File: config.mk
export PLATFORM = sky130hd
export DESIGN_NAME = module_wr_dmux_n_flat
export DESIGN_NICKNAME = d
export VERILOG_FILES = /design/src/rtl/module_wr_dmux_n_pkg.sv /design/src/rtl/module_wr_dmux_n_if.sv /design/src/rtl/module_wr_dmux_n_edge_det.sv /design/src/rtl/module_wr_dmux_n.sv /design/src/flat_wrapper.sv
export SDC_FILE = /design/constraint.sdc
export NUM_CORES = 1
export LEC_CHECK = 0
export ABC_CLOCK_PERIOD_IN_PS = 1800
export CAP_MARGIN = 20
export CORE_MARGIN = 2
export CORE_UTILIZATION = 40
export DETAILED_ROUTE_END_ITERATION = 12
export PLACE_DENSITY_LB_ADDON = 0.1
export SYNTH_ARGS = -nofsm -noshare
export SYNTH_HDL_FRONTEND = slang
export SYNTH_SLANG_ARGS = --single-unit
File: constraint.sdc
create_clock -name clk_i -period 1.8 [get_ports clk_i]
set_input_delay 0.36 -clock clk_i [delete_from_list [all_inputs] [get_ports clk_i]]
set_output_delay 0.36 -clock clk_i [all_outputs]
set_load 0.02 [all_outputs]
File: src/rtl/module_wr_dmux_n_pkg.sv
// Shared types and constants for the N-channel write router.
//   state_e   : router FSM states
//   ERR_*     : err_code_o encodings
//   sel_w()   : width of a channel index for n channels (at least 1)
package wr_dmux_pkg;

    typedef enum logic [1:0] {
        IDLE    = 2'd0,
        ISSUE   = 2'd1,
        RELEASE = 2'd2
    } state_e;

    localparam logic [1:0] ERR_NONE  = 2'b00;
    localparam logic [1:0] ERR_RANGE = 2'b01;
    localparam logic [1:0] ERR_TMO   = 2'b10;

    function automatic int unsigned sel_w(input int unsigned n);
        return (n > 1) ? int'($clog2(n)) : 1;
    endfunction

endpackage

File: src/rtl/module_wr_dmux_n_if.sv
// Host/channel bundle of the write router.
//   wr_i, reg_sel_i, data_i, ack_i, err_clr_i : requests into the router
//   wr_o, data_o, busy_o, done_o, err_o, err_code_o : router results
// slave = router side, master = host/channel side.
interface module_wr_dmux_n_if
    import wr_dmux_pkg::*;
#(
    parameter int unsigned N_CH   = 4,
    parameter int unsigned DATA_W = 8
) ();

    localparam int unsigned SEL_W = sel_w(N_CH);

    logic              wr_i;
    logic [SEL_W-1:0]  reg_sel_i;
    logic [DATA_W-1:0] data_i;
    logic [N_CH-1:0]   ack_i;
    logic              err_clr_i;
    logic [N_CH-1:0]   wr_o;
    logic [DATA_W-1:0] data_o;
    logic              busy_o;
    logic              done_o;
    logic              err_o;
    logic [1:0]        err_code_o;

    modport slave (
        input  wr_i, reg_sel_i, data_i, ack_i, err_clr_i,
        output wr_o, data_o, busy_o, done_o, err_o, err_code_o
    );

    modport master (
        output wr_i, reg_sel_i, data_i, ack_i, err_clr_i,
        input  wr_o, data_o, busy_o, done_o, err_o, err_code_o
    );

endinterface

File: src/rtl/module_wr_dmux_n_edge_det.sv
// Rising-edge detector: remembers d_i from the previous clock edge.
//   clk_i    : clock
//   rst_i    : async active-high reset (history cleared to 0)
//   d_i      : level input
//   rise_c_o : combinational, high while d_i=1 and it was 0 at the last edge
module module_edge_det (
    input  logic clk_i,
    input  logic rst_i,
    input  logic d_i,
    output logic rise_c_o
);

    logic d_q;

    always_ff @(posedge clk_i or posedge rst_i) begin
        if (rst_i) d_q <= 1'b0;
        else       d_q <= d_i;
    end

    assign rise_c_o = d_i & ~d_q;

endmodule

File: src/rtl/module_wr_dmux_n.sv
// N-channel write router between the SPI command decoder and register blocks.
// Accepts a host write, drives a registered one-hot strobe plus held data to
// the selected channel until it acks (or a timeout fires), flags bad selects.
//   clk_i, rst_i : clock, async active-high reset
//   bus (slave)  : wr_i/reg_sel_i/data_i/ack_i/err_clr_i in,
//                  wr_o/data_o/busy_o/done_o/err_o/err_code_o out
module module_wr_dmux_n
    import wr_dmux_pkg::*;
#(
    parameter int unsigned N_CH       = 4,
    parameter int unsigned DATA_W     = 8,
    parameter int unsigned TIMEOUT    = 15,
    parameter int unsigned PULSE_MODE = 1
) (
    input  logic                  clk_i,
    input  logic                  rst_i,
    module_wr_dmux_n_if.slave     bus
);

    localparam int unsigned SEL_W = sel_w(N_CH);
    localparam int unsigned CNT_W = (TIMEOUT > 0) ? int'($clog2(TIMEOUT + 1)) : 1;

    state_e            state_q, state_d;
    logic [N_CH-1:0]   wr_q, wr_d;
    logic [DATA_W-1:0] data_q, data_d;
    logic [CNT_W-1:0]  cnt_q, cnt_d;
    logic              busy_q, busy_d;
    logic              done_q, done_d;
    logic              err_q, err_d;
    logic [1:0]        code_q, code_d;

    logic   wr_rise_c;
    logic   accept_c;
    logic   in_range_c;
    logic   ack_hit_c;
    logic   tmo_c;
    logic   err_set_c;
    logic   [1:0] err_new_c;
    state_e exit_c;

    module_edge_det u_edge (
        .clk_i    (clk_i),
        .rst_i    (rst_i),
        .d_i      (bus.wr_i),
        .rise_c_o (wr_rise_c)
    );

    // State and output registers
    always_ff @(posedge clk_i or posedge rst_i) begin
        if (rst_i) begin
            state_q <= IDLE;
            wr_q    <= '0;
            data_q  <= '0;
            cnt_q   <= '0;
            busy_q  <= 1'b0;
            done_q  <= 1'b0;
            err_q   <= 1'b0;
            code_q  <= ERR_NONE;
        end else begin
            state_q <= state_d;
            wr_q    <= wr_d;
            data_q  <= data_d;
            cnt_q   <= cnt_d;
            busy_q  <= busy_d;
            done_q  <= done_d;
            err_q   <= err_d;
            code_q  <= code_d;
        end
    end

    // Next-state, strobe decode, timeout and error bookkeeping
    always_comb begin
        state_d   = state_q;
        wr_d      = wr_q;
        data_d    = data_q;
        cnt_d     = '0;
        done_d    = 1'b0;
        err_set_c = 1'b0;
        err_new_c = ERR_NONE;
        err_d     = err_q;
        code_d    = code_q;

        accept_c   = bus.wr_i && ((PULSE_MODE == 0) || wr_rise_c);
        in_range_c = 32'(bus.reg_sel_i) < N_CH;
        // wr_q is the captured one-hot select, so masking ack_i picks the
        // selected channel's ack and ignores every other channel.
        ack_hit_c  = |(bus.ack_i & wr_q);
        // cnt_q counts ISSUE edges already taken; the TIMEOUT-th edge fires.
        tmo_c      = (TIMEOUT != 0) && (cnt_q == CNT_W'(TIMEOUT - 1));
        // A write request still held after completion parks in RELEASE.
        exit_c     = ((PULSE_MODE != 0) && bus.wr_i) ? RELEASE : IDLE;

        unique case (state_q)
            IDLE: begin
                if (accept_c) begin
                    if (in_range_c) begin
                        wr_d    = N_CH'(1) << bus.reg_sel_i;
                        data_d  = bus.data_i;
                        state_d = ISSUE;
                    end else begin
                        err_set_c = 1'b1;
                        err_new_c = ERR_RANGE;
                        state_d   = (PULSE_MODE != 0) ? RELEASE : IDLE;
                    end
                end
            end
            ISSUE: begin
                cnt_d = cnt_q + CNT_W'(1);
                if (ack_hit_c) begin
                    wr_d    = '0;
                    done_d  = 1'b1;
                    state_d = exit_c;
                end else if (tmo_c) begin
                    wr_d      = '0;
                    err_set_c = 1'b1;
                    err_new_c = ERR_TMO;
                    state_d   = exit_c;
                end
            end
            RELEASE: begin
                if (!bus.wr_i) state_d = IDLE;
            end
            default: begin
                state_d = IDLE;
                wr_d    = '0;
            end
        endcase

        // A new error beats a clear; the first code sticks until cleared.
        if (err_set_c) begin
            err_d = 1'b1;
            if (!err_q || bus.err_clr_i) code_d = err_new_c;
        end else if (bus.err_clr_i) begin
            err_d  = 1'b0;
            code_d = ERR_NONE;
        end

        busy_d = (state_d != IDLE);
    end

    assign bus.wr_o       = wr_q;
    assign bus.data_o     = data_q;
    assign bus.busy_o     = busy_q;
    assign bus.done_o     = done_q;
    assign bus.err_o      = err_q;
    assign bus.err_code_o = code_q;

endmodule

File: src/flat_wrapper.sv
// flat-port wrapper written by rule: the top's interface ports become plain ports
module module_wr_dmux_n_flat import wr_dmux_pkg::*;
#(
    parameter int unsigned N_CH       = 4,
    parameter int unsigned DATA_W     = 8,
    parameter int unsigned TIMEOUT    = 15,
    parameter int unsigned PULSE_MODE = 1
)
  (clk_i, rst_i, bus_wr_i, bus_reg_sel_i, bus_data_i, bus_ack_i, bus_err_clr_i, bus_wr_o, bus_data_o, bus_busy_o, bus_done_o, bus_err_o, bus_err_code_o);
  module_wr_dmux_n_if #(.N_CH(N_CH), .DATA_W(DATA_W)) bus_i ();
  input  logic clk_i;
  input  logic rst_i;
  input wire logic [$bits(bus_i.wr_i)-1:0] bus_wr_i;
  input wire logic [$bits(bus_i.reg_sel_i)-1:0] bus_reg_sel_i;
  input wire logic [$bits(bus_i.data_i)-1:0] bus_data_i;
  input wire logic [$bits(bus_i.ack_i)-1:0] bus_ack_i;
  input wire logic [$bits(bus_i.err_clr_i)-1:0] bus_err_clr_i;
  output wire logic [$bits(bus_i.wr_o)-1:0] bus_wr_o;
  output wire logic [$bits(bus_i.data_o)-1:0] bus_data_o;
  output wire logic [$bits(bus_i.busy_o)-1:0] bus_busy_o;
  output wire logic [$bits(bus_i.done_o)-1:0] bus_done_o;
  output wire logic [$bits(bus_i.err_o)-1:0] bus_err_o;
  output wire logic [$bits(bus_i.err_code_o)-1:0] bus_err_code_o;
  assign bus_i.wr_i = bus_wr_i;
  assign bus_i.reg_sel_i = bus_reg_sel_i;
  assign bus_i.data_i = bus_data_i;
  assign bus_i.ack_i = bus_ack_i;
  assign bus_i.err_clr_i = bus_err_clr_i;
  assign bus_wr_o = bus_i.wr_o;
  assign bus_data_o = bus_i.data_o;
  assign bus_busy_o = bus_i.busy_o;
  assign bus_done_o = bus_i.done_o;
  assign bus_err_o = bus_i.err_o;
  assign bus_err_code_o = bus_i.err_code_o;
  module_wr_dmux_n #(.N_CH(N_CH), .DATA_W(DATA_W), .TIMEOUT(TIMEOUT), .PULSE_MODE(PULSE_MODE)) u_core (.clk_i(clk_i), .rst_i(rst_i), .bus(bus_i));
endmodule
==> results.rst <==
.. list-table::
   :header-rows: 1

   * - Metric
     - Value
   * - Post-route fraction of the period consumed by the critical path
     - 0.955
   * - Die Area
     - 2930 um^2
   * - Clock transition at the register clock pins on the worst setup and hold paths after CTS
     - 0.13 ns
   * - Dpl ws
     - -0.0417 ns
   * - Crit end category
     - primary output
   * - Endpoints failing hold
     - 0
   * - Antenna violations before repair
     - 0
   * - Layer with the highest usage
     - met2
   * - Overall routing resource usage
     - 0.166
   * - Critical path class
     - register to primary output
   * - Source-to-sink clock delay at the later pin of the worst-skew pair
     - 0.31 ns
   * - Final-report setup violation count
     - 0
   * - Peak clock frequency supported by timing
     - 582 MHz
   * - Critical path startpoint category
     - register
   * - Clock sink count
     - 23
   * - H-tree levels
     - 1
   * - Synthesis-to-finish area growth
     - 42.7%
   * - Die height
     - 54.2 um
   * - Mean area per synthesized cell
     - 12.3 um^2
   * - Slew Viols, Final
     - 0
   * - Most used flip-flop cell after synthesis
     - sky130_fd_sc_hd__dfrtp_1
   * - Post-synthesis cell type count
     - 27
   * - RSZ-0062 raised after global routing
     - false
   * - Total power draw
     - 2.02 mW
   * - Util after Layout
     - 0.590
   * - Max Clock Skew
     - 0.00251 ns
   * - Buffer count from post-CTS setup fixing
     - 0
   * - Cells along the critical path
     - clkdlybuf4s50_1
   * - TritonCTS clock tree
     - built
   * - DRC Markers
     - 0
   * - Remaining antenna violation count after routing
     - 0
   * - Pin count of the biggest net entering global routing
     - 24
   * - CTS Hold Bufs
     - 0
   * - Peak ir drop on the vdd network
     - 0.774 mV
   * - Final critical-path setup slack
     - 0.0806 ns
   * - Number of global-route vias before repair
     - 789
   * - Leading post-synthesis cells by cell area
     - sky130_fd_sc_hd__dfrtp_1 57%, sky130_fd_sc_hd__mux2_2 9.0%, sky130_fd_sc_hd__o221ai_1 3.5%, sky130_fd_sc_hd__nand3_1 3.0%, sky130_fd_sc_hd__nand3b_1 3.0%
   * - Peak per-stage delay on the critical path
     - 0.62 ns
   * - Commonest cells in the netlist
     - 23 x sky130_fd_sc_hd__dfrtp_1, 8 x sky130_fd_sc_hd__mux2_2, 6 x sky130_fd_sc_hd__nand3_1, 6 x sky130_fd_sc_hd__nor2_1
   * - Overall overflow remaining after global route
     - 0
   * - Global-route wire length before repair
     - 3.46 mm
   * - Largest fanout of any net on the critical path
     - 4
   * - Starting density of the core
     - 0.414
   * - Global placement routability congestion
     - 0.797
   * - Slowest-stage cell, CP
     - sky130_fd_sc_hd__clkdlybuf4s50_1
   * - Final period demand of the worst path
     - 1.72 ns
   * - Antenna Cells
     - 0
   * - Top cell type by total area after synthesis
     - sky130_fd_sc_hd__dfrtp_1
   * - Core Box Area
     - 2430 um^2
   * - Status
     - complete, no violations
   * - Total power density per cell area
     - 1410 nW/um^2
   * - Via count of the routed design
     - 767
   * - DR iter-0 viols
     - 7
   * - Post_cts resized
     - 0
   * - Worst path top cell family by delay
     - buffers and inverters
   * - Number of filler instances in the final layout
     - 213
   * - Horizontal die dimension
     - 54.2 um
   * - Class of the worst hold path
     - input pin to asynchronous set/reset pin
   * - GR Layer Usage met1
     - 0.195
   * - Met2 demand-to-capacity share in global routing
     - 0.293
   * - Synthesized instance count
     - 82
   * - Count of buffers from port buffering
     - 33
   * - Met3 track utilization from global routing
     - 0.0278
   * - Count of maximum capacitance violations
     - 0
   * - Fraction of final layout cells sized beyond drive strength 1
     - 0.165
   * - Cell area after synthesis
     - 1010 um^2
   * - Cell with the most instances after synthesis
     - sky130_fd_sc_hd__dfrtp_1
   * - DP HPWL
     - 1.55 mm
   * - Row cnt
     - 18
   * - Slack of the worst reg-to-reg path
     - 0.33 ns
   * - Number of nets in the synthesized netlist
     - 102
   * - Deepest clock path buffer count
     - 2
   * - Post-synth ARST share
     - 1.00
   * - Cell at the root of the clock tree
     - sky130_fd_sc_hd__clkbuf_4
   * - Aggregate negative setup slack
     - 0 ns
   * - Number of warnings reported in the yosys synthesis log
     - 0
   * - Number of register bits inferred by synthesis
     - 23
   * - Via-to-Cell Ratio
     - 5.08
   * - WP data required
     - 1.44 ns
   * - Area share of the largest cell type after synthesis
     - 0.572
   * - Tightest hold margin
     - 0.363 ns
   * - Final wirelength
     - 2.08 mm
   * - Worst EP arrival
     - 1.36 ns
   * - Leakage
     - 0.611 nW
   * - Fraction of the yosys area taken by sequential cells
     - 0.572
   * - Clock buffers created by TritonCTS
     - 3
   * - Wire per inst
     - 13.8 um
   * - Total iterations of the first detailed-routing run
     - 4
   * - I/O pin cnt
     - 35
   * - CP bufs+invs
     - 1
   * - Post-synth EDFFs
     - 0
   * - Number of nets at the end of the flow
     - 142
==> final cells by class <==
| type | count | area [um^2] | area share |
|---|---|---|---|
| Sequential cell | 23 | 576 | 0.401 |
| Multi-Input combinational cell | 54 | 408 | 0.284 |
| Timing Repair Buffer | 37 | 373 | 0.260 |
| Tap cell | 30 | 37.5 | 0.0262 |
| Clock buffer | 3 | 22.5 | 0.0157 |
| Inverter | 3 | 11.3 | 0.00785 |
| Clock inverter | 1 | 7.51 | 0.00523 |
==> per-layer routing <==
layer  share of wire  wire, um
met5               0         0
met4          0.0058        12
met3           0.043        89
met2            0.54      1120
met1            0.41       854
==> power by group <==
part	switching (mW)	total, mW	internal [mW]
logic	0.443	0.938	0.495
clock network	0.163	0.248	0.0847
registers	0.141	0.836	0.695
==> through the flow <==
stage	cell area, um^2	instances
3_5_place_dp	1410	147
2_1_floorplan	1010	82
5_1_grt	1440	151
4_1_cts	1440	151
3_3_place_gp	1410	147
6_report	1440	151
==> flip-flops by register name, indices dropped and copies added, names as in the netlist <==
name                   flops
u_core.bus.busy_o          1
u_core.bus.data_o          8
u_core.bus.done_o          1
u_core.bus.err_code_o      1
u_core.bus.err_o           1
u_core.bus.wr_o            4
u_core.cnt_q               4
u_core.state_q             2
u_core.u_edge.d_q          1
==> cells by family after synthesis <==
group / count (synthesis) / synth area share
xor gates and xnor gates: 2 / 0.0174
muxes: 8 / 0.0896
and+or+nand+nor: 29 / 0.175
buffers and inverters: 5 / 0.0224
AOI/OAI and AO/OA: 12 / 0.0945
other: 1 / 0.00373
adders and majority gates: 2 / 0.0249
DFF: 23 / 0.572
==> tightest hold or removal path, delay by kind of cell <==
kind                   cells  cell delay [ns]
buffers and inverters      3             0.72
==> cells in the final DEF, fill, tap and decap left out <==
master                            count
sky130_fd_sc_hd__nand2b_1             4
sky130_fd_sc_hd__a21bo_2              1
sky130_fd_sc_hd__clkinvlp_4           1
sky130_fd_sc_hd__a22oi_1              2
sky130_fd_sc_hd__nand3b_1             4
sky130_fd_sc_hd__xor2_1               1
sky130_fd_sc_hd__or2_2                1
sky130_fd_sc_hd__mux2_2               8
sky130_fd_sc_hd__conb_1               1
sky130_fd_sc_hd__a31oi_1              1
sky130_fd_sc_hd__o41ai_1              1
sky130_fd_sc_hd__and2_1               1
sky130_fd_sc_hd__nor4b_4              1
sky130_fd_sc_hd__dfrtp_1             23
sky130_fd_sc_hd__clkbuf_4             3
sky130_fd_sc_hd__nand3_1              6
sky130_fd_sc_hd__inv_1                3
sky130_fd_sc_hd__nor2b_1              2
sky130_fd_sc_hd__buf_4                3
sky130_fd_sc_hd__ha_1                 2
sky130_fd_sc_hd__xnor2_1              1
sky130_fd_sc_hd__buf_12               1
sky130_fd_sc_hd__o221ai_1             4
sky130_fd_sc_hd__or3b_2               1
sky130_fd_sc_hd__clkdlybuf4s50_1     33
sky130_fd_sc_hd__nand2_1              3
sky130_fd_sc_hd__a21o_1               1
sky130_fd_sc_hd__o211ai_1             1
sky130_fd_sc_hd__nor2_1               6
sky130_fd_sc_hd__o21ai_0              1
==> final timing paths <==
| path | endpoint | start | cells after the start |
|---|---|---|---|
| worst max-delay path | bus_wr_o[1] | u_core.bus.wr_o[1] | 1 |
| worst min-delay path | u_core.bus.data_o[1] | rst_i | 3 |
| worst max register to register | u_core.bus.data_o[0] | u_core.state_q[0] | 3 |
| worst min register to register | u_core.cnt_q[0] | u_core.cnt_q[0] | 1 |
| max in group asynchronous | u_core.bus.busy_o | rst_i | 3 |
| min in group clk_i | u_core.cnt_q[0] | u_core.cnt_q[0] | 1 |
(Power assumes the default switching activity.)
